--- config.mk ---
export PLATFORM = sky130hd
export DESIGN_NAME = i2s_rx
export DESIGN_NICKNAME = d
export VERILOG_FILES = /design/src/rtl/i2s_rx.sv
export SDC_FILE = /design/constraint.sdc
export NUM_CORES = 1
export LEC_CHECK = 0
export ABC_CLOCK_PERIOD_IN_PS = 3450
export CORE_MARGIN = 2
export CORE_UTILIZATION = 60
export CTS_CLUSTER_DIAMETER = 200
export CTS_CLUSTER_SIZE = 40
export DETAILED_ROUTE_END_ITERATION = 8
export DONT_BUFFER_PORTS = 1
export GPL_TIMING_DRIVEN = 0
export PLACE_DENSITY = 0.76
export RECOVER_POWER = 25
export SLEW_MARGIN = 20
export SYNTH_ARGS = -nofsm -noshare
export SYNTH_HDL_FRONTEND = slang
export SYNTH_SLANG_ARGS = --single-unit
--- constraint.sdc ---
create_clock -name clk -period 3.45 [get_ports clk]
set_input_delay 0.8625 -clock clk [delete_from_list [all_inputs] [get_ports clk]]
set_output_delay 0.8625 -clock clk [all_outputs]
set_load 0.01 [all_outputs]
--- src/rtl/i2s_rx.sv ---
// I2S receiver: oversamples async I2S pins on clk, assembles left/right slots, and emits a stereo pair.
// Optional link-loss watchdog is enabled by defining I2S_RX_WATCHDOG_EN.
module i2s_rx #(
   parameter int unsigned DATA_W   = 16,
   parameter int unsigned WDOG_CYC = 1024
) (
   input  logic                   clk,
   input  logic                   reset,
   input  logic                   i2s_bclk,
   input  logic                   i2s_lrclk,
   input  logic                   i2s_sdata,
   output logic [1:0][DATA_W-1:0] audio_out,
   output logic                   sample_en,
   output logic                   link_ok,
   output logic                   frame_err
);
   typedef enum logic [1:0] {StSync, StLeft, StRight} state_e;

   localparam logic [5:0] DataWC = 6'(DATA_W);

   if (DATA_W < 2 || DATA_W > 62 || WDOG_CYC < 2) begin : g_bad_param
      $error("i2s_rx: unsupported parameter values");
   end

   logic [1:0]             bclk_sync_q, lr_sync_q, sd_sync_q;
   logic                   bclk_prev_q;
   logic                   rise_q, lr_smp_q, sd_smp_q;
   state_e                 state_q, state_d;
   logic                   lr_q, lr_d;
   logic [5:0]             cnt_q, cnt_d;
   logic [DATA_W-1:0]      shreg_q, shreg_d, hold_q, hold_d;
   logic [1:0][DATA_W-1:0] audio_q, audio_d;
   logic                   sample_en_q, sample_en_d;
   logic                   link_ok_q, link_ok_d;
   logic                   frame_err_q, frame_err_d;
   logic                   timeout;

   logic [5:0]             cnt_inc;
   logic [DATA_W-1:0]      shreg_in, slot_val;
   logic                   slot_end, slot_short;

   // Strobe and sampled lrclk/sdata are registered together so they stay aligned.
   always_ff @(posedge clk) begin
      if (reset) begin
         bclk_sync_q <= '0;
         lr_sync_q   <= '0;
         sd_sync_q   <= '0;
         bclk_prev_q <= 1'b0;
         rise_q      <= 1'b0;
         lr_smp_q    <= 1'b0;
         sd_smp_q    <= 1'b0;
      end else begin
         bclk_sync_q <= {bclk_sync_q[0], i2s_bclk};
         lr_sync_q   <= {lr_sync_q[0], i2s_lrclk};
         sd_sync_q   <= {sd_sync_q[0], i2s_sdata};
         bclk_prev_q <= bclk_sync_q[1];
         rise_q      <= bclk_sync_q[1] & ~bclk_prev_q;
         lr_smp_q    <= lr_sync_q[1];
         sd_smp_q    <= sd_sync_q[1];
      end
   end

`ifdef I2S_RX_WATCHDOG_EN
   localparam int unsigned WdogW = $clog2(WDOG_CYC + 1);
   localparam logic [WdogW-1:0] WdogMax = WdogW'(WDOG_CYC);

   logic [WdogW-1:0] wdog_q;

   always_ff @(posedge clk) begin
      if (reset || rise_q) begin
         wdog_q <= '0;
      end else if (wdog_q != WdogMax) begin
         wdog_q <= wdog_q + WdogW'(1);
      end
   end

   assign timeout = (wdog_q == WdogMax);
`else
   assign timeout = 1'b0;
`endif

   always_comb begin
      cnt_inc     = (cnt_q == 6'd63) ? cnt_q : cnt_q + 6'd1;
      shreg_in    = (cnt_q < DataWC) ? {shreg_q[DATA_W-2:0], sd_smp_q} : shreg_q;
      slot_short  = (cnt_inc < DataWC);
      slot_val    = slot_short ? (shreg_in << (DataWC - cnt_inc)) : shreg_in;
      slot_end    = (lr_smp_q != lr_q);

      state_d     = state_q;
      lr_d        = lr_q;
      cnt_d       = cnt_q;
      shreg_d     = shreg_q;
      hold_d      = hold_q;
      audio_d     = audio_q;
      link_ok_d   = link_ok_q;
      sample_en_d = 1'b0;
      frame_err_d = 1'b0;

      if (rise_q) begin
         lr_d = lr_smp_q;
         case (state_q)
            StSync: begin
               // Lock on the R->L edge; that rise still carries the previous right LSB.
               if (lr_q && !lr_smp_q) begin
                  state_d = StLeft;
                  cnt_d   = '0;
                  shreg_d = '0;
               end
            end
            StLeft, StRight: begin
               if (slot_end) begin
                  cnt_d       = '0;
                  shreg_d     = '0;
                  frame_err_d = slot_short;
                  if (state_q == StLeft) begin
                     hold_d  = slot_val;
                     state_d = StRight;
                  end else begin
                     audio_d     = {slot_val, hold_q};
                     sample_en_d = 1'b1;
                     link_ok_d   = 1'b1;
                     state_d     = StLeft;
                  end
               end else begin
                  cnt_d   = cnt_inc;
                  shreg_d = shreg_in;
               end
            end
            default: state_d = StSync;
         endcase
      end

      if (timeout) begin
         state_d     = StSync;
         cnt_d       = '0;
         shreg_d     = '0;
         audio_d     = '0;
         link_ok_d   = 1'b0;
         sample_en_d = 1'b0;
         frame_err_d = 1'b0;
      end
   end

   always_ff @(posedge clk) begin
      if (reset) begin
         state_q     <= StSync;
         lr_q        <= 1'b0;
         cnt_q       <= '0;
         shreg_q     <= '0;
         hold_q      <= '0;
         audio_q     <= '0;
         sample_en_q <= 1'b0;
         link_ok_q   <= 1'b0;
         frame_err_q <= 1'b0;
      end else begin
         state_q     <= state_d;
         lr_q        <= lr_d;
         cnt_q       <= cnt_d;
         shreg_q     <= shreg_d;
         hold_q      <= hold_d;
         audio_q     <= audio_d;
         sample_en_q <= sample_en_d;
         link_ok_q   <= link_ok_d;
         frame_err_q <= frame_err_d;
      end
   end

   assign audio_out = audio_q;
   assign sample_en = sample_en_q;
   assign link_ok   = link_ok_q;
   assign frame_err = frame_err_q;

endmodule
# After elaboration in Yosys (flattened, before gate mapping)
# Cells that the tools add are included.
dict set report word_totals {
  register_bits 86
  in_bits 5
}
dict set report op_classes {
  n_addsub 2
  n_lt_le_gt_ge 2
  eq_ne 6
  shift 1
  muxes 14
  bitwise_logic 6
  n_reduce_logical 10
}
# operator count
set ops {}
lappend ops {{two-way mux 16 bit} 4}
lappend ops {{case mux 16 bit (2 select lines)} 1}
lappend ops {{two-way mux 6 bit} 3}
lappend ops {{<< shifter 16 x 6 -> 16 bit} 1}
lappend ops {{< comparator 6 x 5 -> 1 bit, second input constant} 2}
lappend ops {{case mux 6 bit (2 select lines)} 1}
lappend ops {{AND reduction 4 bit} 2}
lappend ops {{adder 6 x 1 -> 6 bit, second input constant} 1}
lappend ops {{== test 6 bit, second input constant} 1}
lappend ops {{two-way mux 2 bit} 3}
lappend ops {{AND reduction 3 bit} 2}
lappend ops {{subtractor 5 x 6 -> 6 bit, first input constant} 1}
lappend ops {{inverter 1 bit} 5}
lappend ops {{!= test 2 bit, second input constant} 2}
lappend ops {{case mux 2 bit (2 select lines)} 1}
lappend ops {{OR reduction 4 bit} 1}
lappend ops {{== test 2 x 1 -> 1 bit, second input constant} 1}
lappend ops {{== test 2 bit, second input constant} 1}
lappend ops {{zero test 2 bit} 1}
lappend ops {{nonzero test 2 bit} 1}
lappend ops {{OR reduction 2 bit} 1}
lappend ops {{AND 1 bit} 1}
lappend ops {{logical AND 1 bit} 1}
lappend ops {{zero test 1 bit} 1}
lappend ops {{other kinds (2)} 2}

# Logic depth before layout (Yosys ltp)
# Gate-level depths: netlist of run 1.
dict set report depth {
  ltp_word 5
  mapped_depth 14
  depth_no_buf 12
}

# Worst setup path before layout of run 1
# OpenSTA, ideal clock, no wires.
dict set report synth_path {
  path_type {reg-to-reg}
  start {register cnt_q[0]}
  end {register hold_q[11]}
  setup_time_ps 133
  arrival_ps 2883
  required_ps 3317
  slack_ps 434
  path_stages_with_launch 13
  synth_period_minus_slack_ps 3016
  path_cell_list {dfxtp_1 > ha_1 > and3_2 > buf_6 > buf_2 > nand3_1 > and2_1 > ha_1 > inv_1 > clkbuf_1 > mux4_2 > a2111oi_0 > nor3_1}
}
dict set report synth_between {
  elab_chain_cells 5
  elab_cells_between_ends 9
  classes_between {add/sub (2); order compare (2); eq/ne (1); shift (1); mux (3)}
}
# element line
set synth_rtl {}
lappend synth_rtl {{from (decl)} 30} ;# logic [5:0] cnt_q, cnt_d;
lappend synth_rtl {{from (signal assigned)} 158} ;# cnt_q <= cnt_d;
lappend synth_rtl {{adder 6 x 1 -> 6 bit or == test 6 bit (tied branches)} 83} ;# cnt_inc = (cnt_q == 6'd63) ? cnt_q : cnt_q + 6'd1;
lappend synth_rtl {{two-way mux 6 bit} 83}
lappend synth_rtl {{subtractor 5 x 6 -> 6 bit} 86} ;# slot_val = slot_short ? (shreg_in << (DataWC - cnt_inc)) : shreg_in;
lappend synth_rtl {{<< shifter 16 x 6 -> 16 bit} 86}
lappend synth_rtl {{two-way mux 16 bit *} 86}
lappend synth_rtl {{to (signal assigned)} 160} ;# hold_q <= hold_d;
lappend synth_rtl {{to (decl)} 31} ;# logic [DATA_W-1:0] shreg_q, shreg_d, hold_q, hold_d;
# Every way passes the cells marked *; elsewhere a longest branch is shown, timed or not.
# A chain may end at the register's enable or synchronous reset.

# Worst setup path after layout of run 1
dict set report layout_path {
  start {register cnt_q[0]}
  end {register audio_q (netlist bit audio_out[29])}
}
dict set report layout_between {
  elab_chain_cells 5
  elab_cells_between_ends 9
  classes_between {add/sub (2); order compare (2); eq/ne (1); shift (1); mux (3)}
}
# element line
set layout_rtl {}
lappend layout_rtl {{adder 6 x 1 -> 6 bit or == test 6 bit (tied branches)} 83}
lappend layout_rtl {{two-way mux 6 bit} 83}
lappend layout_rtl {{subtractor 5 x 6 -> 6 bit} 86}
lappend layout_rtl {{<< shifter 16 x 6 -> 16 bit} 86}
lappend layout_rtl {{two-way mux 16 bit *} 86}
lappend layout_rtl {{to (signal assigned)} 161} ;# audio_q <= audio_d;
lappend layout_rtl {{to (decl)} 32} ;# logic [1:0][DATA_W-1:0] audio_q, audio_d;
# Marks and branches as above.

==> out/qor.yml, run 1 <==
worst_setup_path:
  end_kind: "flop"
  critPathMaxFanout: 10
  worstPathArrival_ns: 3.59
  slowest_delay_ns: 0.55
  required_ns: 3.74
  start_kind: "flop"
  cp_cell_sequence: "ha_1 > buf_4 > nand3_1 > buf_2 > o21ai_1 > and2_1 > ha_2 > o311a_1 > nor3_1 > nor3b_1 > a2111oi_2 > a311oi_1"
  cpMaxStageDelayCell: "nor3_1"
  crit_type: "reg -> reg"
global_routing:
  grt_pass1_wl_um: 28000
  antenna_found_initial: 0
  grt_overflow: 0
  grt_max_degree: 18
  grt_pass1_vias: 5379
  grtUsageTotal: 0.367
placed_design:
  finalWeightedCongestion: 1.10
  hpwl_um: 12700
  dpl_cell_area_um2: 5460
  io_buffers: 0
logic_synthesis:
  async_flop_share: 0
  synth_top_area_cell: "dfxtp_1"
  synthCells: 692
  synth_top_area_frac: 0.323
  synth_edf_count: 0
  synth_nets: 704
  synth_area_leaders: "dfxtp_1, nand2_1, a21oi_1, nor2_1, a211oi_1"
  synthFlopType: "dfxtp_1"
  ys_warn_count: 0
  syn_area_um2: 5330
  yosysSeqAreaShare: 0.323
  synth_seq_cells: 86
  syn_area_per_cell_um2: 7.70
  synth_cell_types: 76
drt:
  drt-initial-drc-count: 800
  wirelength_um: 17500
  drc: 1
  viasPerCell: 6.92
  vias: 5643
  ant_nets: 0
  wl_per_cell_um: 21.5
  first_pass_iters: 7
final_layout:
  stdcell_area_um2: 5730
  fillers: 767
  synthToLayoutAreaGrowth_pct: 7.63
  diodes: 0
  drive_above_1_share: 0.109
  nets: 714
  final_util: 0.661
timing:
  min_period_ns: 3.30
  tightest_slew_ns: 0.771
  setup_viol: 0
  rsz0062_at_grt: "false"
  hold_slack_ns: 0.398
  hold_viol_final: 0
  slew_headroom: 0.486
  worst_clock_skew_ns: 0.0165
  report.final.slew_viol_count: 0
  max_freq_mhz: 303
  min_period_over_period: 0.958
clock_network:
  cts.sinks: 86
  clock_latency_ns: 0.37
  cts_tree: "built"
  h-tree-depth: 3
  cts_made_buffers: 9
  clock_path_buffers: 2
  cts_root_buffer: "clkbuf_8"
  clkTransAtPathRegs_ns: 0.11
outcome:
  status: "finished with violations"
  violations: "DRC"
power_and_ir_drop:
  clockPowerShare: 0.456
  seq_power_share: 0.527
  ir_drop_mv: 0.254
  p_total_mw: 1.89
  power.static_leakage_nw: 1.88
  power.internal_mw: 1.43
  p_sw_frac: 0.246
  power_frac_comb: 0.017
  power.switching_mw: 0.465
  powerDensity_nw_per_um2: 330
floorplanning:
  core_um2: 8680
  floorplan.initialDensity: 0.614
  die_h_um: 98.2
  fp-row-count: 34
  dieArea_um2: 9650
  pin_count: 40
  dieWidth_um: 98.2
job:
  maxCapViolations: 0
hold_path:
  min_path_type: "reg -> reg"
path summary, 6_finish.rpt:
check	start	endpoint	slack [ns]	cells after the start
worst min-delay path	bclk_prev_q	rise_q	0.40	1
worst max register to register	cnt_q[0]	audio_out[29]	0.15	12
worst min register to register	bclk_prev_q	rise_q	0.40	1
worst max-delay path	cnt_q[0]	audio_out[29]	0.15	12
flip-flops by register name, indices dropped and copies added (netlist names), 2 cells and up:
signal	count
audio_out	32
bclk_sync_q	2
hold_q	16
state_q	2
shreg_q	16
cnt_q	6
sd_sync_q	2
lr_sync_q	2
synthesized netlist by cell type (5+ instances only):
cell,number
mux2_2,9
ha_1,7
a211oi_1,24
a311oi_1,10
nand3_1,16
o211ai_1,6
and2_1,7
clkbuf_1,41
o21bai_1,5
nor3_1,23
nand2b_1,9
a21oi_1,56
a31oi_1,8
dfxtp_1,86
a22oi_1,20
nand3b_1,7
buf_2,13
o22ai_1,7
nor4_1,6
inv_1,12
nor2b_1,16
nor2_1,70
o21ai_0,20
buf_4,8
mux2i_1,13
nand2_1,101
timing repair:
action,4_1_cts,5_1_grt
gates resized for setup,4,13
buffers inserted,0,0
hold buffers,0,0
setup endpoints to repair,5,26
through the flow:
stage	TNS (ns)	worst slack, ns	instances
6_report	0	0.146	815
4_1_cts	0	0.0215	816
3_5_place_dp	-0.514	-0.168	800
3_3_place_gp	-0.208	-0.0749	800
2_1_floorplan	0	0.434	692
5_1_grt	0	0.00423	815
final cells by class:
type | count | area [um2] | area share
Tap cell | 108 | 135 | 0.0236
Clock buffer | 9 | 124 | 0.0216
Inverter | 13 | 48.8 | 0.00851
Clock inverter | 7 | 113 | 0.0196
Sequential cell | 86 | 1720 | 0.300
Buffer | 66 | 322 | 0.0561
Multi-Input combinational cell | 526 | 3270 | 0.570
critical path: cells and delay by family (launching register included):
kind	cells	cell delay (ns)
flip-flops	1	0.32
AO/OA/AOI/OAI	4	0.80
buffers and inverters	2	0.45
adder cells (fa/ha/maj)	2	0.44
AND/OR/NAND/NOR	4	1.22
per-layer routing:
layer  up-vias  GRT usage  share of wire
met5         -          0              0
met2       368      0.552           0.43
li1       2538          -              -
met1      2656      0.509           0.41
met3        81     0.0795           0.11
met4         0      0.164          0.046
power by group through the flow:
| stage | Combinational (mW) | Clock [mW] | Sequential, mW |
|---|---|---|---|
| 2_1_floorplan | 0.0208 | 0 | 1.02 |
| 3_3_place_gp | 0.0303 | 0 | 1.02 |
| 3_5_place_dp | 0.0311 | 0 | 1.02 |
| 4_1_cts | 0.0312 | 0.863 | 0.999 |
| 5_1_grt | 0.0345 | 0.897 | 0.999 |
| 6_report | 0.0323 | 0.863 | 0.999 |
cells in the final DEF (no fill, tap or decap), types with 13 or more instances in the layout:
cell type / n
nor3_1: 22
dfxtp_1: 86
a21oi_1: 55
a22oi_1: 20
nand2_1: 101
nor2_1: 70
mux2i_1: 13
clkbuf_1: 38
o21ai_0: 18
nand3_1: 16
a211oi_1: 23
nor2b_1: 16
cells by family after synthesis:
logic type      Yosys count  share of synthesized area
simple gates            284                      0.255
compound gates          203                      0.260
flops                    86                      0.323
buf+inv                  80                     0.0693
mux                      29                     0.0695
fa+ha+maj                 7                     0.0164
xor+xnor                  3                    0.00634
Power figures use the tool's default switching activity.
==> inputs of run 2 (changes only) <==
--- a/config.mk
+++ b/config.mk
@@ -7,13 +7,12 @@
 export LEC_CHECK = 0
 export ABC_CLOCK_PERIOD_IN_PS = 3450
 export CORE_MARGIN = 2
-export CORE_UTILIZATION = 60
+export CORE_UTILIZATION = 40
 export CTS_CLUSTER_DIAMETER = 200
 export CTS_CLUSTER_SIZE = 40
 export DETAILED_ROUTE_END_ITERATION = 8
 export DONT_BUFFER_PORTS = 1
 export GPL_TIMING_DRIVEN = 0
-export PLACE_DENSITY = 0.76
 export RECOVER_POWER = 25
 export SLEW_MARGIN = 20
 export SYNTH_ARGS = -nofsm -noshare
==> out/qor.yml, run 2 (same netlist as run 1, synthesis figures left out) <==
final_layout:
  layout_common_cells: "nand2_1, dfxtp_1, nor2_1"
  largest_reg_flops: 32
  diodes: 0
  synthToLayoutAreaGrowth_pct: 11.2
  layout_commonest_cell: "nand2_1"
  drive_above_1_share: 0.113
  stdcell_area_um2: 5930
  nets: 714
global_routing:
  grt_overflow: 0
  grt_pass1_wl_um: 29300
  antenna_found_initial: 0
  grtUsageTotal: 0.264
  grt_most_used_layer: "met2"
  grt_max_degree: 17
  met2_usage: 0.398
  grt_use_met3: 0.0819
  grt_pass1_vias: 5242
  grtUsageMet1: 0.351
power_and_ir_drop:
  clockPowerShare: 0.497
  p_sw_frac: 0.221
  ir_drop_mv: 0.322
  p_total_mw: 2.05
  powerDensity_nw_per_um2: 346
  power.internal_mw: 1.60
  seq_power_share: 0.487
  power.switching_mw: 0.453
  power_frac_comb: 0.016
  power.static_leakage_nw: 1.93
timing:
  max_freq_mhz: 307
  setup_viol: 0
  tns_ns: 0
  slew_headroom: 0.470
  hold_viol_final: 0
  min_period_over_period: 0.944
  tightest_slew_ns: 0.795
  worst_clock_skew_ns: 0.00608
  min_period_ns: 3.26
  timing.final.ws_setup_ns: 0.194
  report.final.slew_viol_count: 0
clock_network:
  cts_root_buffer: "clkbuf_16"
  h-tree-depth: 3
  post_cts_buffers: 0
  cts.sinks: 86
  clkTransAtPathRegs_ns: 0.07
  cts_tree: "built"
  cts_made_buffers: 9
  clock_latency_ns: 0.35
  cts_hold_buf: 0
  clock_path_buffers: 2
outcome:
  status: "completed"
worst_setup_path:
  path_buf_inv: 2
  required_ns: 3.73
  critPathMaxFanout: 10
  crit_start: "cnt_q[1]"
  crit_type: "reg -> reg"
  slowest_delay_ns: 0.58
  end_kind: "flop"
  worstPathArrival_ns: 3.54
  cp_cell_sequence: "ha_1 > buf_4 > nand3_1 > clkbuf_4 > o21ai_2 > and2_1 > ha_2 > or4_1 > a21boi_0 > or3_1 > a31oi_1"
  r2r_slack_ns: 0.19
  r2r-start: "cnt_q[1]"
  cpMaxStageDelayCell: "or4_1"
  critPathTopFamily: "simple AND/OR/NAND/NOR gates"
  start_kind: "flop"
drt:
  ant_nets: 0
  viasPerCell: 6.29
  first_pass_iters: 5
  wirelength_um: 18300
  wl_per_cell_um: 20.7
  drt-initial-drc-count: 694
  drc: 0
  vias: 5558
floorplanning:
  dieWidth_um: 119
  fp-row-count: 42
  dieArea_um2: 14300
  core_um2: 13100
  die_h_um: 119
  pin_count: 40
  floorplan.initialDensity: 0.406
placed_design:
  dpl_cell_area_um2: 5550
  io_buffers: 0
  hpwl_um: 13700
  dp_worst_setup_slack_ns: -0.367
  finalWeightedCongestion: 1.04
hold_path:
  min_path_type: "reg -> reg"
  holdCritStartpoint: "bclk_prev_q"
job:
  maxCapViolations: 0
-- run 2: changes by cell type in the layout (fill, tap and decap cells not counted), sizes merged --
cell,delta
inv,-1
clkinv,+1
bufinv,-1
clkbuf,+1
-- run 2: through the flow --
stage               utilization  hold slack, ns  std cells
finish                    0.451           0.395        883
global route              0.451           0.435        883
global placement          0.422           0.378        868
floorplan                     -           0.367        692
detailed placement        0.422           0.386        868
CTS                       0.447           0.394        884
-- run 2: metal layers --
layer / part of all wire / wire, um
met2: 0.44 / 7980
met3: 0.11 / 1990
met5: 0 / 0
met1: 0.42 / 7690
met4: 0.034 / 619
-- run 2: worst paths after layout --
| check | endpoint | depth (start not counted) |
|---|---|---|
| setup reg to reg | audio_out[26] | 11 |
| hold reg to reg | rise_q | 1 |
| setup / recovery | audio_out[26] | 11 |
| hold / removal | rise_q | 1 |
-- run 2: timing repair --
action | 4_1_cts | 5_1_grt
pin swaps | 0 | 1
endpoints found under the setup margin | 12 | 29
gates resized for setup | 5 | 18
-- run 2: layout make-up --
cell class | count | area, um2
plain buffers | 66 | 325
clock buffers | 10 | 239
clock inverters | 6 | 80.1
fillers | 1341 | 7210
inverters | 13 | 48.8
multi-input cells | 526 | 3290
flip-flops and latches | 86 | 1720
well taps | 176 | 220
-- run 2: power by group through the flow --
| stage | registers (mW) | clock network (mW) | logic, mW |
|---|---|---|---|
| floorplan | 1.02 | 0 | 0.0208 |
| global placement | 1.02 | 0 | 0.0314 |
| detailed placement | 1.02 | 0 | 0.0318 |
| CTS | 0.999 | 1.04 | 0.0321 |
| global route | 0.999 | 1.09 | 0.0350 |
| finish | 0.999 | 1.02 | 0.0330 |
-- run 2: worst reg2reg max path, delay by kind of cell (launching register included) --
| kind | cells | cell delay [ns] |
|---|---|---|
| AO/OA/AOI/OAI | 3 | 0.56 |
| flip-flops | 1 | 0.36 |
| adder cells (fa/ha/maj) | 2 | 0.50 |
| AND/OR/NAND/NOR | 4 | 1.35 |
| buffers and inverters | 2 | 0.42 |
==> inputs of run 3 (changes only) <==
--- a/config.mk
+++ b/config.mk
@@ -6,7 +6,7 @@
 export NUM_CORES = 1
 export LEC_CHECK = 0
 export ABC_CLOCK_PERIOD_IN_PS = 3450
-export CORE_MARGIN = 2
+export CORE_MARGIN = 1.5
 export CORE_UTILIZATION = 40
 export CTS_CLUSTER_DIAMETER = 200
 export CTS_CLUSTER_SIZE = 40
@@ -14,6 +14,7 @@
 export DONT_BUFFER_PORTS = 1
 export GPL_TIMING_DRIVEN = 0
 export RECOVER_POWER = 25
+export SKIP_CTS_REPAIR_TIMING = 1
 export SLEW_MARGIN = 20
 export SYNTH_ARGS = -nofsm -noshare
 export SYNTH_HDL_FRONTEND = slang
==> constraint.sdc (replaced) <==
create_clock -name clk -period 3.45 [get_ports clk]
set_input_delay 0.8625 -clock clk [delete_from_list [all_inputs] [get_ports clk]]
set_output_delay 0.8625 -clock clk [all_outputs]
set_load 0.005 [all_outputs]
==> out/qor.yml, run 3 (same netlist as run 1, synthesis figures left out) <==
timing:
  hold_viol_final: 0
  report.final.slew_viol_count: 0
  hold_slack_ns: 0.388
  min_period_ns: 3.32
  max_freq_mhz: 301
  min_period_over_period: 0.961
  tns_ns: 0
  tightest_slew_ns: 0.775
  rsz0062_at_grt: "false"
  worst_clock_skew_ns: 0.0100
  setup_viol: 0
  slew_headroom: 0.480
final_layout:
  drive_above_1_share: 0.107
  multi_input_area_um2: 3270
  largest_reg_flops: 32
  ff_latch_area_um2: 1720
  layout_commonest_cell: "nand2_1"
  fillers: 1326
  nets: 714
  stdcell_area_um2: 5850
  diodes: 0
  synthToLayoutAreaGrowth_pct: 9.82
  layout_common_cells: "nand2_1, dfxtp_1, nor2_1"
placed_design:
  hpwl_um: 13800
  dpl_cell_area_um2: 5540
  finalWeightedCongestion: 0.990
  io_buffers: 0
power_and_ir_drop:
  ir_drop_mv: 0.246
  power.static_leakage_nw: 1.90
  powerDensity_nw_per_um2: 330
worst_setup_path:
  start_kind: "flop"
  crit_type: "reg -> reg"
  end_kind: "flop"
  required_ns: 3.68
  slowest_delay_ns: 0.57
  cp_cell_sequence: "ha_1 > buf_4 > nand3_1 > buf_2 > o21ai_1 > and2_1 > ha_1 > a21oi_2 > nand2b_1 > mux4_2 > a2111oi_2 > nor3_1"
  cpMaxStageDelayCell: "mux4_2"
  path_buf_inv: 2
  critPathTopFamily: "compound AO/OA/AOI/OAI gates"
  crit_top_cell: "ha_1"
  critPathMaxFanout: 10
  worstPathArrival_ns: 3.54
floorplanning:
  core_um2: 12800
  die_h_um: 118
  fp-row-count: 41
  dieArea_um2: 14000
  dieWidth_um: 118
  pin_count: 40
  floorplan.initialDensity: 0.415
drt:
  drt-initial-drc-count: 570
  ant_nets: 0
  drc: 0
  first_pass_iters: 7
  wl_per_cell_um: 21.4
  viasPerCell: 6.28
  vias: 5518
  wirelength_um: 18800
hold_path:
  min_path_type: "reg -> reg"
global_routing:
  grtUsageTotal: 0.273
  grt_max_degree: 16
  grt_pass1_vias: 5147
  grt_pass1_wl_um: 29700
  grt_overflow: 0
  antenna_found_initial: 0
clock_network:
  cts.sinks: 86
  cts_root_buffer: "clkbuf_16"
  cts_made_buffers: 9
  clkTransAtPathRegs_ns: 0.06
  clock_latency_ns: 0.35
  cts_tree: "built"
  clock_path_buffers: 2
  h-tree-depth: 3
job:
  maxCapViolations: 0
outcome:
  status: "completed"
## run 3: final timing paths
check                                 start             to  slack, ns  depth (start not counted)
worst min register to register  bclk_prev_q         rise_q       0.39                          1
worst min-delay path            bclk_prev_q         rise_q       0.39                          1
worst max register to register     cnt_q[0]  audio_out[27]       0.13                         12
worst max-delay path               cnt_q[0]  audio_out[27]       0.13                         12
## run 3: metal layers
metal  wire, um  global-route usage
met4        569               0.109
met1       8540               0.393
met5          0                   0
met2       8030               0.398
met3       1680              0.0521
## run 3: area by class of cell
cell class / count / share of cell area
multi-input combinational: 526 / 0.559
clock buffer: 10 / 0.0391
clock inverter: 6 / 0.00770
tap: 172 / 0.0368
inverter: 13 / 0.00834
sequential: 86 / 0.294
buffer: 66 / 0.0552
## run 3: where the power goes
part	internal [mW]	switching [mW]	total, mW	leakage, nW
clock	0.491	0.409	0.900	0.126
sequential	0.997	0.00227	0.999	0.694
combinational	0.00814	0.0245	0.0326	1.08
## run 3: stage by stage
step / setup slack (ns) / util / total power, mW / cells
after detailed placement: -0.270 / 0.432 / 1.05 / 864
after global placement: -0.200 / 0.432 / 1.05 / 864
after global routing: 0.0113 / 0.456 / 2.00 / 879
after CTS: -0.264 / 0.454 / 1.95 / 880
after floorplan: 0.434 / - / 1.04 / 692
final: 0.133 / 0.456 / 1.93 / 879
